## src/rtl/mc_pkg.sv

```systemverilog
// Shared types and encodings for the multicycle control FSM.
// Used by mc_alu_decode and multicycle_controller.
package mc_pkg;

    typedef enum logic [3:0] {
        FETCH  = 4'd0,
        DECODE = 4'd1,
        MEMADR = 4'd2,
        MEMRD  = 4'd3,
        MEMWR  = 4'd4,
        MEMWB  = 4'd5,
        EXECR  = 4'd6,
        EXECI  = 4'd7,
        ALUWB  = 4'd8,
        BRANCH = 4'd9
    } state_t;

    localparam logic [2:0] ALU_ADD = 3'b000;
    localparam logic [2:0] ALU_SUB = 3'b001;
    localparam logic [2:0] ALU_AND = 3'b010;
    localparam logic [2:0] ALU_ORR = 3'b011;
    localparam logic [2:0] ALU_MUL = 3'b100;
    localparam logic [2:0] ALU_MOV = 3'b101;

    localparam logic [1:0] RES_ALUOUT = 2'b00;
    localparam logic [1:0] RES_DATA   = 2'b01;
    localparam logic [1:0] RES_ALURES = 2'b10;

    localparam logic [1:0] SRCB_RD2  = 2'b00;
    localparam logic [1:0] SRCB_IMM  = 2'b01;
    localparam logic [1:0] SRCB_FOUR = 2'b10;

    localparam logic [1:0] IMM_ALU = 2'b00;
    localparam logic [1:0] IMM_MEM = 2'b01;
    localparam logic [1:0] IMM_BR  = 2'b10;

    localparam logic [3:0] CMD_AND = 4'b0000;
    localparam logic [3:0] CMD_SUB = 4'b0010;
    localparam logic [3:0] CMD_ADD = 4'b0100;
    localparam logic [3:0] CMD_CMP = 4'b1010;
    localparam logic [3:0] CMD_ORR = 4'b1100;
    localparam logic [3:0] CMD_MOV = 4'b1101;

    localparam logic [3:0] MUL_PAT = 4'b1001;

endpackage

```

## src/rtl/mc_alu_decode.sv

```systemverilog
// Data-processing decoder: Funct/Mul -> ALU op, flag writes, NoWrite.
// Undefined commands decode to ADD with no flag write and raise undef.
module mc_alu_decode
    import mc_pkg::*;
(
    input  logic [5:0] funct,
    input  logic [3:0] mul,
    output logic [2:0] alucontrol,
    output logic [1:0] flagw,
    output logic       nowrite,
    output logic       undef,
    output logic       is_mul
);

    logic [3:0] cmd;
    logic       s;
    logic       arith;

    assign cmd = funct[4:1];
    assign s   = funct[0];

    // Map the command field onto an ALU operation and its side effects.
    always_comb begin
        alucontrol = ALU_ADD;
        nowrite    = 1'b0;
        undef      = 1'b0;
        is_mul     = 1'b0;
        arith      = 1'b0;
        case (cmd)
            CMD_ADD: begin
                alucontrol = ALU_ADD;
                arith      = 1'b1;
            end
            CMD_SUB: begin
                alucontrol = ALU_SUB;
                arith      = 1'b1;
            end
            CMD_AND: begin
                if (!funct[5] && mul == MUL_PAT) begin
                    alucontrol = ALU_MUL;
                    is_mul     = 1'b1;
                end else begin
                    alucontrol = ALU_AND;
                end
            end
            CMD_ORR: alucontrol = ALU_ORR;
            CMD_CMP: begin
                alucontrol = ALU_SUB;
                arith      = 1'b1;
                nowrite    = 1'b1;
            end
            CMD_MOV: alucontrol = ALU_MOV;
            default: undef = 1'b1;
        endcase
        flagw = undef ? 2'b00 : {s, s & arith};
    end

endmodule

```

## src/rtl/multicycle_controller.sv

```systemverilog
// Main control FSM of the multicycle ARM-subset processor.
// Optional MULTICYCLE_MEM_WAIT_EN: memory states wait for mem_ready.
module multicycle_controller
    import mc_pkg::*;
#(
    parameter int MUL_CYCLES = 3
) (
    input  logic       clk,
    input  logic       reset,
    input  logic [1:0] Op,
    input  logic [5:0] Funct,
    input  logic [3:0] Rd,
    input  logic [3:0] Mul,
    input  logic       cond_ex,
    input  logic       mem_ready,
    output logic       PCWrite,
    output logic       AdrSrc,
    output logic       IRWrite,
    output logic       MemW,
    output logic       RegW,
    output logic [1:0] ResultSrc,
    output logic       ALUSrcA,
    output logic [1:0] ALUSrcB,
    output logic [1:0] ImmSrc,
    output logic [1:0] RegSrc,
    output logic [2:0] ALUControl,
    output logic [1:0] FlagW,
    output logic       BL,
    output logic [3:0] state
);

    state_t     state_q;
    state_t     state_d;
    logic [3:0] mul_cnt;
    logic [3:0] mul_cnt_d;
    logic       rdy;
    logic       mul_last;

    logic [2:0] dec_alu;
    logic [1:0] dec_flagw;
    logic       dec_nowrite;
    logic       dec_undef;
    logic       dec_mul;

`ifdef MULTICYCLE_MEM_WAIT_EN
    assign rdy = mem_ready;
`else
    logic unused_mem_ready;
    assign unused_mem_ready = mem_ready;
    assign rdy = 1'b1;
`endif

    assign state    = state_q;
    assign mul_last = (mul_cnt == 4'(MUL_CYCLES - 1));

    mc_alu_decode u_dec (
        .funct      (Funct),
        .mul        (Mul),
        .alucontrol (dec_alu),
        .flagw      (dec_flagw),
        .nowrite    (dec_nowrite),
        .undef      (dec_undef),
        .is_mul     (dec_mul)
    );

    // State register and multiply cycle counter.
    always_ff @(posedge clk or posedge reset) begin
        if (reset) begin
            state_q <= FETCH;
            mul_cnt <= 4'd0;
        end else begin
            state_q <= state_d;
            mul_cnt <= mul_cnt_d;
        end
    end

    // Next-state logic; the counter only advances while a MUL holds EXECR.
    always_comb begin
        state_d   = state_q;
        mul_cnt_d = 4'd0;
        unique case (state_q)
            FETCH:  if (rdy) state_d = DECODE;
            DECODE: begin
                case (Op)
                    2'b01:   state_d = MEMADR;
                    2'b10:   state_d = BRANCH;
                    2'b00:   state_d = Funct[5] ? EXECI : EXECR;
                    default: state_d = FETCH;
                endcase
            end
            MEMADR: state_d = Funct[0] ? MEMRD : MEMWR;
            MEMRD:  if (rdy) state_d = MEMWB;
            MEMWR:  if (rdy) state_d = FETCH;
            MEMWB:  state_d = FETCH;
            EXECR: begin
                if (dec_mul && !mul_last) begin
                    mul_cnt_d = mul_cnt + 4'd1;
                end else begin
                    state_d = dec_nowrite ? FETCH : ALUWB;
                end
            end
            EXECI:  state_d = dec_nowrite ? FETCH : ALUWB;
            ALUWB:  state_d = FETCH;
            BRANCH: state_d = FETCH;
            default: state_d = FETCH;
        endcase
    end

    // Moore output decode; everything is forced low while reset is high.
    always_comb begin
        PCWrite    = 1'b0;
        AdrSrc     = 1'b0;
        IRWrite    = 1'b0;
        MemW       = 1'b0;
        RegW       = 1'b0;
        ResultSrc  = RES_ALUOUT;
        ALUSrcA    = 1'b0;
        ALUSrcB    = SRCB_RD2;
        ImmSrc     = IMM_ALU;
        RegSrc     = 2'b00;
        ALUControl = ALU_ADD;
        FlagW      = 2'b00;
        BL         = 1'b0;
        if (!reset) begin
            unique case (state_q)
                FETCH: begin
                    IRWrite   = rdy;
                    PCWrite   = rdy;
                    ALUSrcA   = 1'b1;
                    ALUSrcB   = SRCB_FOUR;
                    ResultSrc = RES_ALURES;
                end
                DECODE: begin
                    RegSrc  = 2'b01;
                    ALUSrcA = 1'b1;
                    ALUSrcB = SRCB_FOUR;
                end
                MEMADR: begin
                    ALUSrcB = SRCB_IMM;
                    ImmSrc  = IMM_MEM;
                end
                MEMRD: AdrSrc = 1'b1;
                MEMWR: begin
                    AdrSrc = 1'b1;
                    RegSrc = 2'b10;
                    MemW   = cond_ex & rdy;
                end
                MEMWB: begin
                    ResultSrc = RES_DATA;
                    RegW      = cond_ex;
                end
                EXECR: begin
                    ALUControl = dec_alu;
                    FlagW      = dec_flagw & {2{cond_ex}};
                end
                EXECI: begin
                    ALUSrcB    = SRCB_IMM;
                    ALUControl = dec_alu;
                    FlagW      = dec_flagw & {2{cond_ex}};
                end
                ALUWB: begin
                    RegW    = cond_ex & ~dec_undef;
                    PCWrite = (Rd == 4'd15) & ~dec_undef;
                end
                BRANCH: begin
                    RegSrc    = 2'b01;
                    ALUSrcB   = SRCB_IMM;
                    ImmSrc    = IMM_BR;
                    ResultSrc = RES_ALURES;
                    PCWrite   = cond_ex;
                    BL        = Funct[4] & cond_ex;
                end
                default: ;
            endcase
        end
    end

endmodule

```

## config.mk

```make
export PLATFORM = sky130hd
export DESIGN_NAME = multicycle_controller
export DESIGN_NICKNAME = d
export VERILOG_FILES = /design/src/rtl/mc_pkg.sv /design/src/rtl/mc_alu_decode.sv /design/src/rtl/multicycle_controller.sv
export SDC_FILE = /design/constraint.sdc
export NUM_CORES = 1
export LEC_CHECK = 0
export BUFFER_PORTS_ARGS = -buffer_cell sky130_fd_sc_hd__buf_2
export CAP_MARGIN = 30
export CELL_PAD_IN_SITES_DETAIL_PLACEMENT = 1
export CELL_PAD_IN_SITES_GLOBAL_PLACEMENT = 1
export CORE_MARGIN = 5
export CORE_UTILIZATION = 30
export DETAILED_ROUTE_END_ITERATION = 16
export HOLD_SLACK_MARGIN = 0.12
export PLACE_DENSITY_LB_ADDON = 0.1
export SYNTH_ARGS = -nofsm -noshare
export SYNTH_HDL_FRONTEND = slang
export SYNTH_HIERARCHICAL = 1
export SYNTH_SLANG_ARGS = --single-unit
```

## constraint.sdc

```tcl
create_clock -name clk -period 1.91 [get_ports clk]
set_input_delay 0.0955 -clock clk [delete_from_list [all_inputs] [get_ports clk]]
set_output_delay 0.0955 -clock clk [all_outputs]
set_load 0.05 [all_outputs]
```

Word-level counts from Yosys, hierarchy flattened

Index checks and enable logic that the tools add are counted.

Logic and storage cells: 85
Input bits: 20
Flip-flop bits (word level): 8
Output and inout bits: 24

Reductions and logical operators: 16
Add/subtract/negate cells: 1
Mux-type cells: 41
Equality and inequality tests: 20
Bitwise gates (word level): 5

Operators with widths:

| cell                  | count |
|---|---|
| $eq A4 B4 Y1 const B  | 7 |
| $pmux W4 S6           | 1 |
| $eq A4 B3 Y1 const B  | 5 |
| $mux W1               | 17 |
| $eq A4 B2 Y1 const B  | 4 |
| $mux W4               | 4 |
| $pmux W2 S2           | 4 |
| $mux W2               | 7 |
| $mux W3               | 4 |
| $pmux W3 S4           | 1 |
| $pmux W4 S3           | 1 |
| $reduce_or A2 Y1      | 6 |
| $logic_not A4 Y1      | 2 |
| $reduce_or A3 Y1      | 2 |
| $reduce_or A6 Y1      | 1 |
| $add A4 B1 Y4 const B | 1 |
| $and A1 B1 Y1         | 4 |
| $eq A4 B1 Y1 const B  | 1 |
| $pmux W1 S3           | 1 |
| $and A2 B2 Y2         | 1 |
| $eq A2 B1 Y1 const B  | 1 |
| $eq A2 B2 Y1 const B  | 1 |
| $logic_and A1 B1 Y1   | 2 |
| $logic_not A1 Y1      | 2 |
| 3 further kinds       | 3 |

Depth between registers and ports, before layout

Gate-level depths: netlist (run 1).

Word-level depth: 8
Gate-level depth with buffers: 7
Mapped depth without buffers: 6

Hierarchy

The synthesis (run 1) kept the hierarchy.

By module, submodules not included:

| module                | sequential area each (µm²) | area each (µm²) | times used | cells each |
|---|---|---|---|---|
| multicycle_controller | 200.2                      | 696.9           | 1          | 84 |
| mc_alu_decode         | 0.0                        | 140.1           | 1          | 20 |

Least setup slack after synthesis (run 1)

OpenSTA, ideal clock, no wires.

Path type: register to output
From: register state_q[0] (netlist: state[0])
To: output port BL
Arrival: 3.130 ns
Path slack: -1.316 ns
Cell stages (with the launch flop): 4
Cell sequence: dfrtp_1 or2b_1 nor4_1 and3_1

Word-level cells in the longest chain between the ends: 3

Ends and longest elaborated chain:

| item                     | line                         | source |
|---|---|---|
| start: declaration       | multicycle_controller.sv:32  | `state_t state_q;` |
| start signal: assignment | multicycle_controller.sv:72  | `state_q <= state_d;` |
| $eq A4 B4 Y1             | multicycle_controller.sv:125 | `unique case (state_q)` |
| $mux W1                  | multicycle_controller.sv:125 |  |
| $mux W1                  | multicycle_controller.sv:124 | `if (!reset) begin` |
| end: declaration         | multicycle_controller.sv:28  | `output logic BL,` |

Every way passes these cells.

Worst setup path in the final report (run 1)

From: register state_q[3] (netlist: state[3])
To: output port ALUSrcB[1]

Word-level cells in the longest chain between the ends: 4

Ends and longest elaborated chain:

| item                                                                  | line                         | source |
|---|---|---|
| $eq A4 B3 Y1, or another cell as far along                            | multicycle_controller.sv:125 |  |
| $reduce_or A3 Y1 (no source line) or $reduce_or A2 Y1 (tied branches) | n/a                          |  |
| $pmux W2 S2 *                                                         | multicycle_controller.sv:125 |  |
| $mux W2 *                                                             | multicycle_controller.sv:124 |  |
| end: declaration                                                      | multicycle_controller.sv:23  | `output logic [1:0] ALUSrcB,` |

Mark *: on every way between the ends. The rest lies on a longest branch, timed or not.

==> reports/metrics.yaml, run 1 <==
status: "completed"
clockRootBuffer: "clkbuf_4"
dr.pass1.iters: 4
initialDrtViolationCount: 24
endpoint_kind: "output pin"
fp.dieH_microns: 62.8
power_frac_clock: 0.089
wl_per_cell_microns: 14.7
crit_arrival_ps: 1730
p_switching_mw: 0.933
n_antenna_cell: 0
overflow: 0
yosysTopAreaCell: "dfrtp_1"
period_share: 0.958
tns_ps: 0
io_buffers: 42
ir_drop_uv: 880
drive_gt1_frac: 0.480
synthDistinctLibCells: 46
p_sw_frac: 0.580
drv_slew: 0
place_hpwl_mm: 2.18
worst-path-max-fanout: 8
max_freq_ghz: 0.547
worstPathRequired_ps: 1810
yosys-top-cells-area: "dfrtp_1 (24%), nor2_1 (5.8%), and2_1 (4.5%), nand2b_1 (4.5%), buf_6 (4.0%)"
ys.flop_type: "dfrtp_1"
synth.top_cell.area_share: 0.239
synth_area_sq_um: 837
maxSlewHeadroom: 0.753
io_pins: 44
n_fill_cell: 341
cap_violations: 0
cts_max_level: 1
synthArstFlopShare: 1.00
multi_input_area_sq_um: 641
place_inst: 175
fin_skew_ps: 4.45
min_period_ps: 1830
seqCellArea_sq_um: 201
ys_top_cells_by_count: "nor2_1 (13), dfrtp_1 (8), and2_1 (6), nand2b_1 (6), nor3_1 (6)"
cellPowerDensity_nw_per_um2: 1310
yosysWarnings: 6
startpoint_type: "flop"
initial_utilization: 0.309
synth_edf_count: 0
whs_ps: 142
grt_pass1_vias: 1024
clkTransAtPathRegs_ps: 60
die_area_sq_um: 3950
coreArea_sq_um: 2710
syn_to_final_growth_pct: 46.3
ys_ff_latch: 8
setup_ws_ps: 80.6
num_vias: 964
setup_viol: 0
worst_pin_slew_ps: 369
p_seq_frac: 0.171
synth_cells: 104
die_w_microns: 62.8
antenna_found_initial: 0
critPathKind: "flop to output pin"
grt_first_pass_wirelength_mm: 4.56
p_int_mw: 0.675
core.rowCount: 19
power_leakage_nw: 0.603
pwr-share-comb: 0.740
seq_area_frac_synth: 0.239
place_ws_ps: 96.3
postSynthAreaPerCell_sq_um: 8.05
slowest_stage: "dfrtp_2"
yosysMostFrequentCell: "nor2_1"
numCtsBuffers: 3
crit_path_frequent_cell: "buf_4"
final_hold_viol_count: 0
synth_nets: 126
gp_congestion: 0.816
clk_latency_ps: 260
max_stage_delay_ps: 450
cts_buffer_depth: 2
final_util: 0.452
stdcell_count: 183
cts.sinks: 8
wirelength_mm: 2.69
grt_max_degree: 12
path_cells: "buf_4 -> or2_1 -> buf_4 -> nor3_4 -> buf_2"
cts_tree: "done"
grt_use_total: 0.139
antenna_left: 0
nNetsFinal: 175
via_per_inst: 5.27
hold_class: "primary input to flop"
drc: 0
## per-stage QoR
stage | instance area [sq um] | power, mW
6_report | 1220 | 1.61
5_1_grt | 1220 | 1.71
4_1_cts | 1190 | 1.58
3_5_place_dp | 1140 | 1.42
3_3_place_gp | 1140 | 1.40
2_1_floorplan | 910 | 1.20
## flip-flops by register name, summed over array words and instances (netlist names)
name	flops
mul_cnt	4
state	4
## what timing repair did
action | 4_1_cts | 5_1_grt
setup buffers | 0 | 3
resized for setup | 5 | 3
setup endpoints to repair | 5 | 7
hold endpoints to repair | 8 | 0
hold buffers | 1 | 0
## routing by layer
metal	global-route usage	vias up	wire [microns]
li1	-	467	-
met1	0.158	463	1120
met2	0.247	32	1390
met3	0.0504	2	166
met4	0.0239	0	16
met5	0	-	0
## kinds of logic after synthesis
| kind of cell | count (synthesis) | synth area share |
|---|---|---|
| DFF | 8 | 0.239 |
| muxes | 2 | 0.0299 |
| buffers and inverters | 12 | 0.0852 |
| AOI/OAI and AO/OA | 19 | 0.170 |
| xor gates and xnor gates | 3 | 0.0314 |
| and+or+nand+nor | 58 | 0.414 |
| adders and majority gates | 2 | 0.0299 |
## final timing paths
path                                       from                   end  slack [ps]  cells after the start
max                        state[3]$_DFFE_PP0P_            ALUSrcB[1]          80                      5
min                                       Op[0]  state[3]$_DFFE_PP0P_         140                      3
max reg2reg                state[0]$_DFFE_PP0P_  state[3]$_DFFE_PP0P_         250                      3
min reg2reg                mul_cnt[0]$_DFF_PP0_  mul_cnt[0]$_DFF_PP0_         500                      1
max in group asynchronous                 reset  state[3]$_DFFE_PP0P_        1140                      3
min in group asynchronous                 reset  mul_cnt[2]$_DFF_PP0_         510                      3
## worst max-delay path: cells and delay by family, from the launching register on
kind / cells / cell delay, ps
flip-flops: 1 / 450
AND/OR/NAND/NOR: 2 / 410
buffers and inverters: 3 / 600
## cell usage in the layout, fill, tap and decap left out, drive strengths merged, types with 2 or more instances in the layout
cell	netlist	final
or4b	2	2
nor3	6	6
o21ai	4	4
dfrtp	8	8
nor3b	4	4
nor4	2	2
xnor2	2	2
inv	4	4
and3	6	6
ha	2	2
a21oi	2	2
o22ai	2	2
o22a	2	2
and2	6	6
buf	5	50
nand2b	6	6
nand2	3	3
clkbuf	3	5
nor2b	2	2
nor2	13	13
## final cells by class
cell class              count  share of cell area
clock buffers               4              0.0215
inverters                   4              0.0123
multi-input cells          84               0.523
flip-flops and latches      8               0.164
well taps                  31              0.0317
repair buffers             52               0.247
## power by group through the flow
stage | combinational (mW) | clock, mW | sequential, mW
after CTS | 1.14 | 0.151 | 0.286
after floorplan | 0.827 | 0 | 0.372
after detailed placement | 1.14 | 0 | 0.289
after global placement | 1.11 | 0 | 0.286
after global routing | 1.27 | 0.160 | 0.285
final | 1.19 | 0.143 | 0.274
Note: power is estimated with default switching activity, not from simulation.
==> run 2, diff against run 1 <==
ABC_AREA = 1   (was default)
CORE_UTILIZATION = 29   (was 30)
==> run 2 against run 1 <==
Effect of this change: via count grew 1.3%; final area shrank 4.9%; wire length grew 1.7%; sequential share of layout area grew 0.74 points; largest cell class unchanged; largest power group unchanged.
==> reports/metrics.yaml, run 2 <==
status: "completed"
initial_utilization: 0.308
dr.pass1.iters: 3
synth_edf_count: 0
via_per_inst: 4.65
yosysTopAreaCell: "dfrtp_1"
antenna_found_initial: 0
die_area_sq_um: 4170
cts_tree: "done"
final_util: 0.415
io_pins: 44
drv_slew: 0
rsz0062_at_grt: "false"
synth_nets: 156
fp.dieH_microns: 64.6
gp_congestion: 0.793
synth.top_cell.area_share: 0.232
r2r_slack_ps: 690
yosysMostFrequentCell: "nand2_1"
fin_skew_ps: 7.46
critPathKind: "primary input to output pin"
worst_pin_slew_ps: 359
wirelength_mm: 2.73
period_share: 0.927
postSynthAreaPerCell_sq_um: 6.44
n_antenna_cell: 0
dpl-instance-area_sq_um: 1130
final_common_cell: "buf_2"
max_stage_delay_ps: 530
worst-path-max-fanout: 12
reg2reg_from: "state[1]$_DFFE_PP0P_"
num_vias: 977
place_inst: 206
wl_per_cell_microns: 13.0
initialDrtViolationCount: 16
startpoint_type: "primary input"
stdcell_count: 210
clockRootBuffer: "clkbuf_4"
nNetsFinal: 203
syn_to_final_growth_pct: 34.9
ys.flop_type: "dfrtp_1"
antenna_left: 0
core.rowCount: 19
final_area_sq_um: 1160
ir_drop_uv: 364
final_hold_viol_count: 0
synth_area_sq_um: 863
endpoint_kind: "output pin"
grt_max_degree: 13
path_cells: "dlygate4sd3_1 -> clkbuf_4 -> inv_1 -> buf_4 -> nand2_1 -> nor2_1 -> nand2_1 -> nand2_1 -> clkbuf_4"
cts_max_level: 1
cts_buffer_depth: 2
crit_path_frequent_cell: "nand2_1"
seq_area_frac_synth: 0.232
synthDistinctLibCells: 27
synth_cells: 134
synthArstFlopShare: 1.00
maxSlewHeadroom: 0.760
io_buffers: 42
grt_use_total: 0.140
coreArea_sq_um: 2810
clkTransAtPathRegs_ps: 60
ys_ff_latch: 8
setup_viol: 0
hold_class: "primary input to flop"
cts.sinks: 8
max_freq_ghz: 0.565
cap_violations: 0
crit_arrival_ps: 1670
crit_path_start: "reset"
slowest_stage: "dlygate4sd3_1"
clk_latency_ps: 250
yosysWarnings: 6
drive_gt1_frac: 0.397
ys_top_cells_by_count: "nand2_1 (33), nor2_1 (23), inv_1 (18)"
drc: 0
worstPathRequired_ps: 1810
grt_first_pass_wirelength_mm: 4.67
cellPowerDensity_nw_per_um2: 1240
tns_ps: 0
place_hpwl_mm: 2.41
worstHoldStart: "Op[0]"
yosys-top-cells-area: "dfrtp_1 (23%), nand2_1 (14%), nor2_1 (10%), inv_1 (7.8%), nand3_1 (6.4%)"
whs_ps: 169
die_w_microns: 64.6
grt_pass1_vias: 1039
overflow: 0
power_leakage_nw: 0.673
min_period_ps: 1770
final_cell_mix: "buf_2 (40), nand2_1 (33), nor2_1 (22), inv_1 (18), nand3_1 (11)"
numCtsBuffers: 3
-- run 2: cell types whose count changed after synthesis, moves of 4 or more --
cell,delta
nor3_1,-5
nand3_1,+10
nor2_1,+10
nand2b_1,-6
nor2_2,+4
inv_1,+14
nand2_1,+30
and2_1,-6
and3_1,-5
-- run 2: worst paths after layout --
kind / to / cells after the start
min in group asynchronous: mul_cnt[3]$_DFF_PP0_ / 4
max in group asynchronous: mul_cnt[2]$_DFF_PP0_ / 4
worst min-delay path: state[0]$_DFFE_PP0P_ / 4
worst max-delay path: PCWrite / 9
worst min register to register: mul_cnt[0]$_DFF_PP0_ / 1
worst max register to register: state[3]$_DFFE_PP0P_ / 7
-- run 2: cell type report --
class,count,area (sq um)
tap,31,38.8
clock buffer,3,22.5
multi-input combinational,101,579
timing repair buffer,44,233
inverter,23,91.3
fill,393,1640
sequential,8,200
-- run 2: where the power goes --
part	switching, mW	leakage, nW	internal, mW	total, mW
combinational	0.780	0.552	0.247	1.03
clock	0.0572	0.0138	0.0719	0.129
sequential	0.0790	0.108	0.204	0.283
total	0.916	0.673	0.524	1.44
-- run 2: worst max-delay path, delay by kind of cell --
family | cells | cell delay, ps
buffers and inverters | 5 | 1260
and+or+nand+nor | 4 | 320
-- run 2: kinds of logic after synthesis --
group,count (synthesis),share of synthesized area
xor gates and xnor gates,2,0.0203
adders and majority gates,2,0.0290
AOI/OAI and AO/OA,5,0.0319
and+or+nand+nor,92,0.568
DFF,8,0.232
buffers and inverters,25,0.119
-- run 2: metal layers --
| layer | up-vias | global-route usage | part of all wire |
|---|---|---|---|
| li1 | 508 | - | - |
| met1 | 446 | 0.162 | 0.42 |
| met2 | 23 | 0.267 | 0.53 |
| met3 | 0 | 0.0225 | 0.048 |
| met4 | 0 | 0.0317 | 0 |
| met5 | - | 0 | 0 |
-- run 2: timing repair --
item                                    4_1_cts  5_1_grt
hold endpoints to repair                      8        0
buffers inserted                              0        0
resized for setup                             0        2
hold buffers                                  1        0
endpoints found under the setup margin        0        1
-- run 2: metrics by stage --
step                power (mW)  setup slack [ps]
global placement          1.30               442
global route              1.54              7.59
finish                    1.44               140
floorplan                 1.10              -476
detailed placement        1.32               425
CTS                       1.46              80.8
